`src/rtl/ht_res_rr_arb_if.sv`:
```
// Result-merge bus: DIR_CNT valid/ready producer streams in, one tagged stream out.
// The slave modport is the arbiter's view; master is the producer/consumer side.
interface ht_res_rr_arb_if #(
   parameter int DIR_CNT  = 3,
   parameter int RESULT_W = 64
);
   localparam int SRC_W = (DIR_CNT > 1) ? $clog2(DIR_CNT) : 1;

   logic [DIR_CNT*RESULT_W-1:0] in_result_i;
   logic [DIR_CNT-1:0]          in_valid_i;
   logic [DIR_CNT-1:0]          in_ready_o;
   logic [RESULT_W-1:0]         out_result_o;
   logic [SRC_W-1:0]            out_src_o;
   logic                        out_valid_o;
   logic                        out_ready_i;

   modport slave (
      input  in_result_i, in_valid_i, out_ready_i,
      output in_ready_o, out_result_o, out_src_o, out_valid_o
   );

   modport master (
      output in_result_i, in_valid_i, out_ready_i,
      input  in_ready_o, out_result_o, out_src_o, out_valid_o
   );
endinterface

```
`src/rtl/ht_res_rr_arb.sv`:
```
// Round-robin / fixed-priority merge of DIR_CNT result streams into one,
// through a 2-entry registered skid buffer, with a saturating contention counter.
module ht_res_rr_arb #(
   parameter int DIR_CNT  = 3,
   parameter int RESULT_W = 64,
   parameter int ARB_MODE = 1,
   parameter int STAT_W   = 16
) (
   input  logic              clk_i,
   input  logic              rst_n_i,
   ht_res_rr_arb_if.slave    bus,
   output logic [STAT_W-1:0] stat_collide_o,
   input  logic              stat_clr_i
);
   localparam int SRC_W = (DIR_CNT > 1) ? $clog2(DIR_CNT) : 1;

   logic [1:0]          r_cnt;
   logic [SRC_W-1:0]    r_ptr;
   logic [SRC_W-1:0]    r_head_src;
   logic [SRC_W-1:0]    r_skid_src;
   logic [RESULT_W-1:0] r_head_dat;
   logic [RESULT_W-1:0] r_skid_dat;
   logic [STAT_W-1:0]   r_stat;

   logic                w_accept;
   logic                w_any;
   logic                w_push;
   logic                w_pop;
   logic                w_multi;
   logic [SRC_W-1:0]    w_gidx;
   logic [DIR_CNT-1:0]  w_grant;
   logic [RESULT_W-1:0] w_gdat;
   int unsigned         w_idx;

   // Rotating search starting at r_ptr; first valid channel wins.
   always_comb begin
      w_any  = 1'b0;
      w_gidx = '0;
      w_idx  = 0;
      for (int unsigned i = 0; i < DIR_CNT; i++) begin
         w_idx = 32'(r_ptr) + i;
         if (w_idx >= DIR_CNT) w_idx = w_idx - DIR_CNT;
         if (!w_any && bus.in_valid_i[SRC_W'(w_idx)]) begin
            w_any  = 1'b1;
            w_gidx = SRC_W'(w_idx);
         end
      end
   end

   always_comb begin
      w_grant = '0;
      if (w_any) w_grant[w_gidx] = 1'b1;
   end

   assign w_accept        = (r_cnt != 2'd2);
   assign w_push          = w_accept & w_any;
   assign w_pop           = bus.out_valid_o & bus.out_ready_i;
   assign w_gdat          = bus.in_result_i[w_gidx*RESULT_W +: RESULT_W];
   assign w_multi         = ($countones(bus.in_valid_i) >= 2);

   assign bus.in_ready_o   = w_accept ? w_grant : '0;
   assign bus.out_valid_o  = (r_cnt != 2'd0);
   assign bus.out_result_o = r_head_dat;
   assign bus.out_src_o    = r_head_src;
   assign stat_collide_o   = r_stat;

   always_ff @(posedge clk_i or negedge rst_n_i) begin
      if (!rst_n_i) begin
         r_ptr <= '0;
      end else if (ARB_MODE == 1 && w_push) begin
         r_ptr <= (w_gidx == SRC_W'(DIR_CNT - 1)) ? '0 : w_gidx + 1'b1;
      end
   end

   // Head entry is the output register; skid holds the second word.
   always_ff @(posedge clk_i or negedge rst_n_i) begin
      if (!rst_n_i) begin
         r_cnt      <= '0;
         r_head_dat <= '0;
         r_head_src <= '0;
         r_skid_dat <= '0;
         r_skid_src <= '0;
      end else begin
         case ({w_push, w_pop})
            2'b10: begin
               if (r_cnt == 2'd0) begin
                  r_head_dat <= w_gdat;
                  r_head_src <= w_gidx;
               end else begin
                  r_skid_dat <= w_gdat;
                  r_skid_src <= w_gidx;
               end
               r_cnt <= r_cnt + 2'd1;
            end
            2'b01: begin
               if (r_cnt == 2'd2) begin
                  r_head_dat <= r_skid_dat;
                  r_head_src <= r_skid_src;
               end
               r_cnt <= r_cnt - 2'd1;
            end
            // push needs count<2 and pop needs count>0, so count is 1 here
            2'b11: begin
               r_head_dat <= w_gdat;
               r_head_src <= w_gidx;
            end
            default: ;
         endcase
      end
   end

   always_ff @(posedge clk_i or negedge rst_n_i) begin
      if (!rst_n_i) begin
         r_stat <= '0;
      end else if (stat_clr_i) begin
         r_stat <= '0;
      end else if (w_multi && r_stat != '1) begin
         r_stat <= r_stat + 1'b1;
      end
   end
endmodule

```
`src/flat_wrapper.sv`:
```
// flat-port wrapper written by rule: the top's interface ports become plain ports
module ht_res_rr_arb_flat 
#(
   parameter int DIR_CNT  = 3,
   parameter int RESULT_W = 64,
   parameter int ARB_MODE = 1,
   parameter int STAT_W   = 16
)
  (clk_i, rst_n_i, stat_collide_o, stat_clr_i, bus_in_result_i, bus_in_valid_i, bus_out_ready_i, bus_in_ready_o, bus_out_result_o, bus_out_src_o, bus_out_valid_o);
  ht_res_rr_arb_if #(.DIR_CNT(DIR_CNT), .RESULT_W(RESULT_W)) bus_i ();
  input  logic clk_i;
  input  logic rst_n_i;
  output logic [STAT_W-1:0] stat_collide_o;
  input  logic stat_clr_i;
  input wire logic [$bits(bus_i.in_result_i)-1:0] bus_in_result_i;
  input wire logic [$bits(bus_i.in_valid_i)-1:0] bus_in_valid_i;
  input wire logic [$bits(bus_i.out_ready_i)-1:0] bus_out_ready_i;
  output wire logic [$bits(bus_i.in_ready_o)-1:0] bus_in_ready_o;
  output wire logic [$bits(bus_i.out_result_o)-1:0] bus_out_result_o;
  output wire logic [$bits(bus_i.out_src_o)-1:0] bus_out_src_o;
  output wire logic [$bits(bus_i.out_valid_o)-1:0] bus_out_valid_o;
  assign bus_i.in_result_i = bus_in_result_i;
  assign bus_i.in_valid_i = bus_in_valid_i;
  assign bus_i.out_ready_i = bus_out_ready_i;
  assign bus_in_ready_o = bus_i.in_ready_o;
  assign bus_out_result_o = bus_i.out_result_o;
  assign bus_out_src_o = bus_i.out_src_o;
  assign bus_out_valid_o = bus_i.out_valid_o;
  ht_res_rr_arb #(.DIR_CNT(DIR_CNT), .RESULT_W(RESULT_W), .ARB_MODE(ARB_MODE), .STAT_W(STAT_W)) u_core (.clk_i(clk_i), .rst_n_i(rst_n_i), .bus(bus_i), .stat_collide_o(stat_collide_o), .stat_clr_i(stat_clr_i));
endmodule
```
`config.mk`:
```
export PLATFORM = sky130hd
export DESIGN_NAME = ht_res_rr_arb_flat
export DESIGN_NICKNAME = d
export VERILOG_FILES = /design/src/rtl/ht_res_rr_arb_if.sv /design/src/rtl/ht_res_rr_arb.sv /design/src/flat_wrapper.sv
export SDC_FILE = /design/constraint.sdc
export NUM_CORES = 1
export LEC_CHECK = 0
export CAP_MARGIN = 40
export CORE_MARGIN = 2
export CORE_UTILIZATION = 35
export DETAILED_ROUTE_END_ITERATION = 7
export SLEW_MARGIN = 20
export SYNTH_ARGS = -nofsm -noshare
export SYNTH_HDL_FRONTEND = slang
export SYNTH_SLANG_ARGS = --single-unit
export TNS_END_PERCENT = 50
```
`constraint.sdc`:
```
create_clock -name clk_i -period 8.95 [get_ports clk_i]
set_input_delay 0.895 -clock clk_i [delete_from_list [all_inputs] [get_ports clk_i]]
set_output_delay 0.895 -clock clk_i [all_outputs]
set_load 0.05 [all_outputs]
```
Word-level counts from Yosys, hierarchy flattened
Cells that the tools add are included.
- register bits after elaboration: 152
- bits of input ports: 199
- output and inout bits: 86
- bits in latches: 0
- ROM bits: 0
- bits in writable memories: 0
- word-level logic and storage cells: 82
- memories kept: 0
- muxes and demuxes: 29
- bitwise logic cells: 3
- shifts and indexed selects: 1
- $lt $le $gt $ge: 9
- reductions and logical operators: 13
- div/mod/pow operators: 0
- $add $sub $neg: 11
- equality and inequality tests: 9
- $mul: 0
- operators by type and width (cell ; count):
    64-bit case mux with 3 select lines ; 1
    192-bit by 9-bit indexed part select with 64-bit output ; 1
    64-bit 2-to-1 mux ; 2
    32-bit by 1-bit adder with 32-bit output ; 1
    32-bit by 3-bit >= comparator with 1-bit output, second input constant ; 1
    16-bit 2-to-1 mux ; 2
    2-bit 2-to-1 mux ; 9
    16-bit by 1-bit adder with 16-bit output, second input constant ; 1
    16-bit inequality test, second input constant ; 1
    2-bit by 3-bit < comparator with 1-bit output, second input constant ; 4
    2-bit == test, second input constant ; 4
    1-bit 2-to-1 mux ; 7
    1-bit binary-select mux with 2-bit select ; 3
    3-bit by 2-bit >= comparator with 1-bit output, second input constant ; 2
    3-bit 2-to-1 mux ; 2
    2-bit case mux with 3 select lines ; 1
    2-bit nonzero test ; 3
    2-bit subtractor, second input constant ; 3
    2-bit by 1-bit adder with 2-bit output, second input constant ; 2
    1-bit logical AND ; 4
    2-bit by 1-bit inequality test with 1-bit output, second input constant ; 2
    2-bit case mux with 2 select lines ; 1
    2-bit by 1-bit adder with 3-bit output, second input constant ; 1
    2-bit by 2-bit adder with 3-bit output, second input constant ; 1
    other kinds (14) ; 16

Logic depth before layout (Yosys ltp)
- depth after elaboration: 17
- mapped depth: 15
- gate-level depth less buffers: 12

Worst setup path before layout
No wires, ideal clock.
- path kind: input port to output port
- from: input port bus_in_valid_i[0]
- to: output port bus_in_ready_o[1]
- buffers on the path: 2
- required time: 8055 ps
- stages: 7
- arrival time: 3211 ps
- setup slack: 4844 ps
- cell sequence: mux2_4 -> a21bo_2 -> o221ai_1 -> buf_4 -> buf_2 -> nand2_1 -> nor3_1
- cells in the longest elaborated chain, start to end: 15
- elaborated cells between the ends (all ways): 23
- those cells by class: 2 x order compare; 16 x mux; 5 x reduce/logical
- RTL lines (element ; line ; text):
    from (decl) ; flat_wrapper.sv:16 ; input wire logic [$bits(bus_i.in_valid_i)-1:0] bus_in_valid_i;
    1-bit binary-select mux with 2-bit select ; ht_res_rr_arb.sv:43 ; if (!w_any && bus.in_valid_i[SRC_W'(w_idx)]) begin
    1-bit 2-to-1 mux (not written as such) ; ht_res_rr_arb.sv:43 ;
    1-bit 2-to-1 mux ; ht_res_rr_arb.sv:43 ;
    1-bit zero test ; ht_res_rr_arb.sv:43 ;
    1-bit logical AND ; ht_res_rr_arb.sv:43 ;
    1-bit 2-to-1 mux ; ht_res_rr_arb.sv:43 ;
    1-bit zero test ; ht_res_rr_arb.sv:43 ;
    1-bit logical AND ; ht_res_rr_arb.sv:43 ;
    2-bit 2-to-1 mux ; ht_res_rr_arb.sv:43 ;
    2-bit by 3-bit < comparator with 1-bit output (not written as such) / 2-bit by 1-bit >= comparator with 1-bit output (equally long branches) ; ht_res_rr_arb.sv:52 ; if (w_any) w_grant[w_gidx] = 1'b1;
    1-bit logical AND (not written as such) ; ht_res_rr_arb.sv:52 ;
    1-bit 2-to-1 mux (not written as such) ; ht_res_rr_arb.sv:52 ;
    1-bit demux with 2-bit select ; n/a ;
    3-bit 2-to-1 mux * ; ht_res_rr_arb.sv:52 ;
    3-bit 2-to-1 mux * ; ht_res_rr_arb.sv:61 ; assign bus.in_ready_o = w_accept ? w_grant : '0;
    to (decl) ; flat_wrapper.sv:18 ; output wire logic [$bits(bus_i.in_ready_o)-1:0] bus_in_ready_o;
Mark *: on every way between the ends. The rest lies on a longest branch, timed or not. The select of a mux whose other input is x is not followed.

Final worst setup path
- from: input port bus_in_valid_i[1]
- to: register u_core.r_head_dat[28], in the netlist u_core.bus.out_result_o[28]
- cells in the longest elaborated chain, start to end: 13
- elaborated cells between the ends (all ways): 27
- those cells by class: 5 x eq/ne; 1 x shift; 14 x mux; 1 x bitwise; 6 x reduce/logical
- RTL lines (element ; line ; text):
    parallel branches: the longest is 13 deep, another holds 192-bit by 9-bit indexed part select with 64-bit output ; n/a ;
    to (signal assigned) ; ht_res_rr_arb.sv:87 ; r_head_dat <= w_gdat;
    to (signal assigned) ; ht_res_rr_arb.sv:97 ; r_head_dat <= r_skid_dat;
    to (signal assigned) ; ht_res_rr_arb.sv:104 ; r_head_dat <= w_gdat;
    to (decl) ; ht_res_rr_arb.sv:21 ; logic [RESULT_W-1:0] r_head_dat;
Several ways; the timed one is not identified. The select of a mux whose other input is x is not followed.
A chain may end at the register's enable or synchronous reset.

==> metrics.txt <==
status=complete, no violations; Port Buf Inserts=284; Post-Syn Area=0.008919 mm2; Total GRT Usage=21.29%; Die Span X=163.6 um; ratio of cells with drive above 1 in the final layout=6.021%; Synth Register Bits=152; hold_buf cts=0; setup TNS=0 ns; CTS Buf Count=17; I/O pins=285; share of synthesized flip-flops with an asynchronous set or reset=100.0%; wire length per cell=19.58 um; postcts setup bufs=0; Initial Utilization=35.52%; register area share after synthesis=42.65%; Post-Layout Cell Count=1476; area delta synth->final=41.25%; HP Class=primary input to async pin; post-route minimum period=5.054 ns; CP endpoint kind=register; Finish-stage setup viols=0; cell leakage power=0.005175 uW; Syn Area/Cell=9.965 um2; post-synth cell types=55; # rows=58; DR iter-0 viols=401; nets=1341; ant diodes=0; Worst Path Arrival=5.37 ns; Placer Congestion=0.8354; clk_lat worst skew=0.42 ns; first-pass GRT wire length=44.50 mm; Routed Antenna Nets=0; FMAX=197.9 MHz; Via density=5.473; pwr dens=455.7 mW/mm2; final worst path period share=56.47%; die area=0.02677 mm2; CTS H-Tree Depth=4; crit-path max FO=67; drt drc=0; clk_skew=0.01339 ns; CTS sink cnt=152; drt total wl=28.89 mm; Detailed Routing Iterations Pass 1=4; most frequent cells in the layout=clkdlybuf4s50_1, dfrtp_1, nand2_1; maxcap violations=0; Reg clk slew, reported paths=0.06 ns; Max VDD drop=0.0004219 V; synthesized net count=1103; HPWL after detailed placement=18.78 mm; initial antenna violation count=0; Post-Synthesis Cells=895; CTS root buffer=clkbuf_16; Synth Warn #=0; Die H=163.6 um; EDFF count, synth=0; most common cell after layout, fill and taps aside=clkdlybuf4s50_1; Post-CTS Resized=0; Critical Path RT=9.27 ns; crit start category=primary input; Worst-Margin Slew=0.9145 ns; Setup CP Type=primary input to register; CTS tree=yes; Design Power=5741 uW; CTS Buffer Depth=2; pin count of the biggest net entering global routing=81; worst hold slack=0.2629 ns; vias in the first global route=8084; Top FF cell, synth=dfrtp_1; Layout fillers=2381; RSZ-0062 raised after global routing=no; Placed Cells=1443; Fin. Hold Viols=0; Slew Viols, Final=0; total gr overflow=0; Vias=8078; area of the core=0.02511 mm2; Slew Limit Headroom=39.03%
kinds of logic after synthesis:
group | count (synthesis) | synth area share, %
and+or+nand+nor | 262 | 14.06
AOI/OAI and AO/OA | 230 | 20.06
DFF | 152 | 42.65
muxes | 138 | 15.73
buffers and inverters | 91 | 4.966
xor gates and xnor gates | 13 | 1.277
adders and majority gates | 9 | 1.263
cells in the mapped netlist, drive strengths merged (2+ instances only):
cell / number / area share, %
dfrtp: 152 / 43
nand2: 142 / 6.0
mux2i: 134 / 15
a211oi: 128 / 11
nand2b: 65 / 4.6
o221ai: 65 / 6.4
clkbuf: 42 / 1.8
buf: 40 / 2.8
nor2: 17 / 0.72
xor2: 10 / 0.98
ha: 9 / 1.3
o21ai: 9 / 0.51
inv: 8 / 0.34
and3: 7 / 0.49
a21oi: 6 / 0.34
nand3: 6 / 0.34
o211ai: 6 / 0.51
or3: 5 / 0.35
and2: 4 / 0.28
mux2: 4 / 0.55
nor3: 4 / 0.35
o31ai: 4 / 0.39
xnor2: 3 / 0.29
nand3b: 2 / 0.17
or4: 2 / 0.17
final cells by class:
type / instances / area (um2) / share of cell area, %
multi-input cells: 652 / 4748 / 37.69
clock inverters: 12 / 117.6 / 0.9337
clock buffers: 20 / 456.7 / 3.625
well taps: 330 / 412.9 / 3.278
flip-flops and latches: 152 / 3804 / 30.19
inverters: 9 / 33.78 / 0.2682
repair buffers: 301 / 3024 / 24.01
registers in the layout (all words and copies together), names as in the netlist:
name	flops
u_core.bus.out_result_o	64
u_core.bus.out_src_o	2
u_core.r_cnt	2
u_core.r_ptr	2
u_core.r_skid_dat	64
u_core.r_skid_src	2
u_core.stat_collide_o	16
routing by layer:
metal	GRT usage, %	part of all wire, %
met1	28.14	44
met3	4.672	7.0
met4	6.380	1.7
met2	34.91	47
met5	0	0
metrics by stage:
stage          instance area, um2  worst slack, ns  util, %
3_5_place_dp                12000            3.466    47.77
6_report                    12600            3.896    50.17
5_1_grt                     12600            3.601    50.17
3_3_place_gp                11950            3.612    47.58
4_1_cts                     12570            3.894    50.06
2_1_floorplan                8919            4.844        -
where the power goes:
part           switching, uW  total (uW)  internal, uW
logic                   2430        3820          1400
clock network            305         706           401
registers                169        1210          1040
critical path, cell delays in order:
cell and delay, ns:
clkdlybuf4s50_1 0.52, mux2_2 0.37, mux2_2 0.30, o31ai_2 0.62
ha_2 0.30, buf_4 0.66, or3_2 0.72, buf_4 0.53
a211oi_1 0.10, a211oi_1 0.27
path summary, 6_finish.rpt:
| path | depth (start not counted) | to | from | slack, ns |
|---|---|---|---|---|
| max | 10 | u_core.bus.out_result_o[28] | bus_in_valid_i[1] | 3.90 |
| min | 1 | u_core.r_skid_dat[36] | rst_n_i | 0.26 |
| max reg2reg | 11 | u_core.bus.out_result_o[28] | u_core.r_ptr[1] | 3.93 |
| min reg2reg | 2 | u_core.r_skid_dat[62] | u_core.r_skid_dat[62] | 0.47 |
| max in group asynchronous | 3 | u_core.bus.out_result_o[62] | rst_n_i | 7.85 |
| min in group clk_i | 2 | u_core.r_skid_dat[62] | u_core.r_skid_dat[62] | 0.47 |
Note: power is estimated with default switching activity, not from simulation.
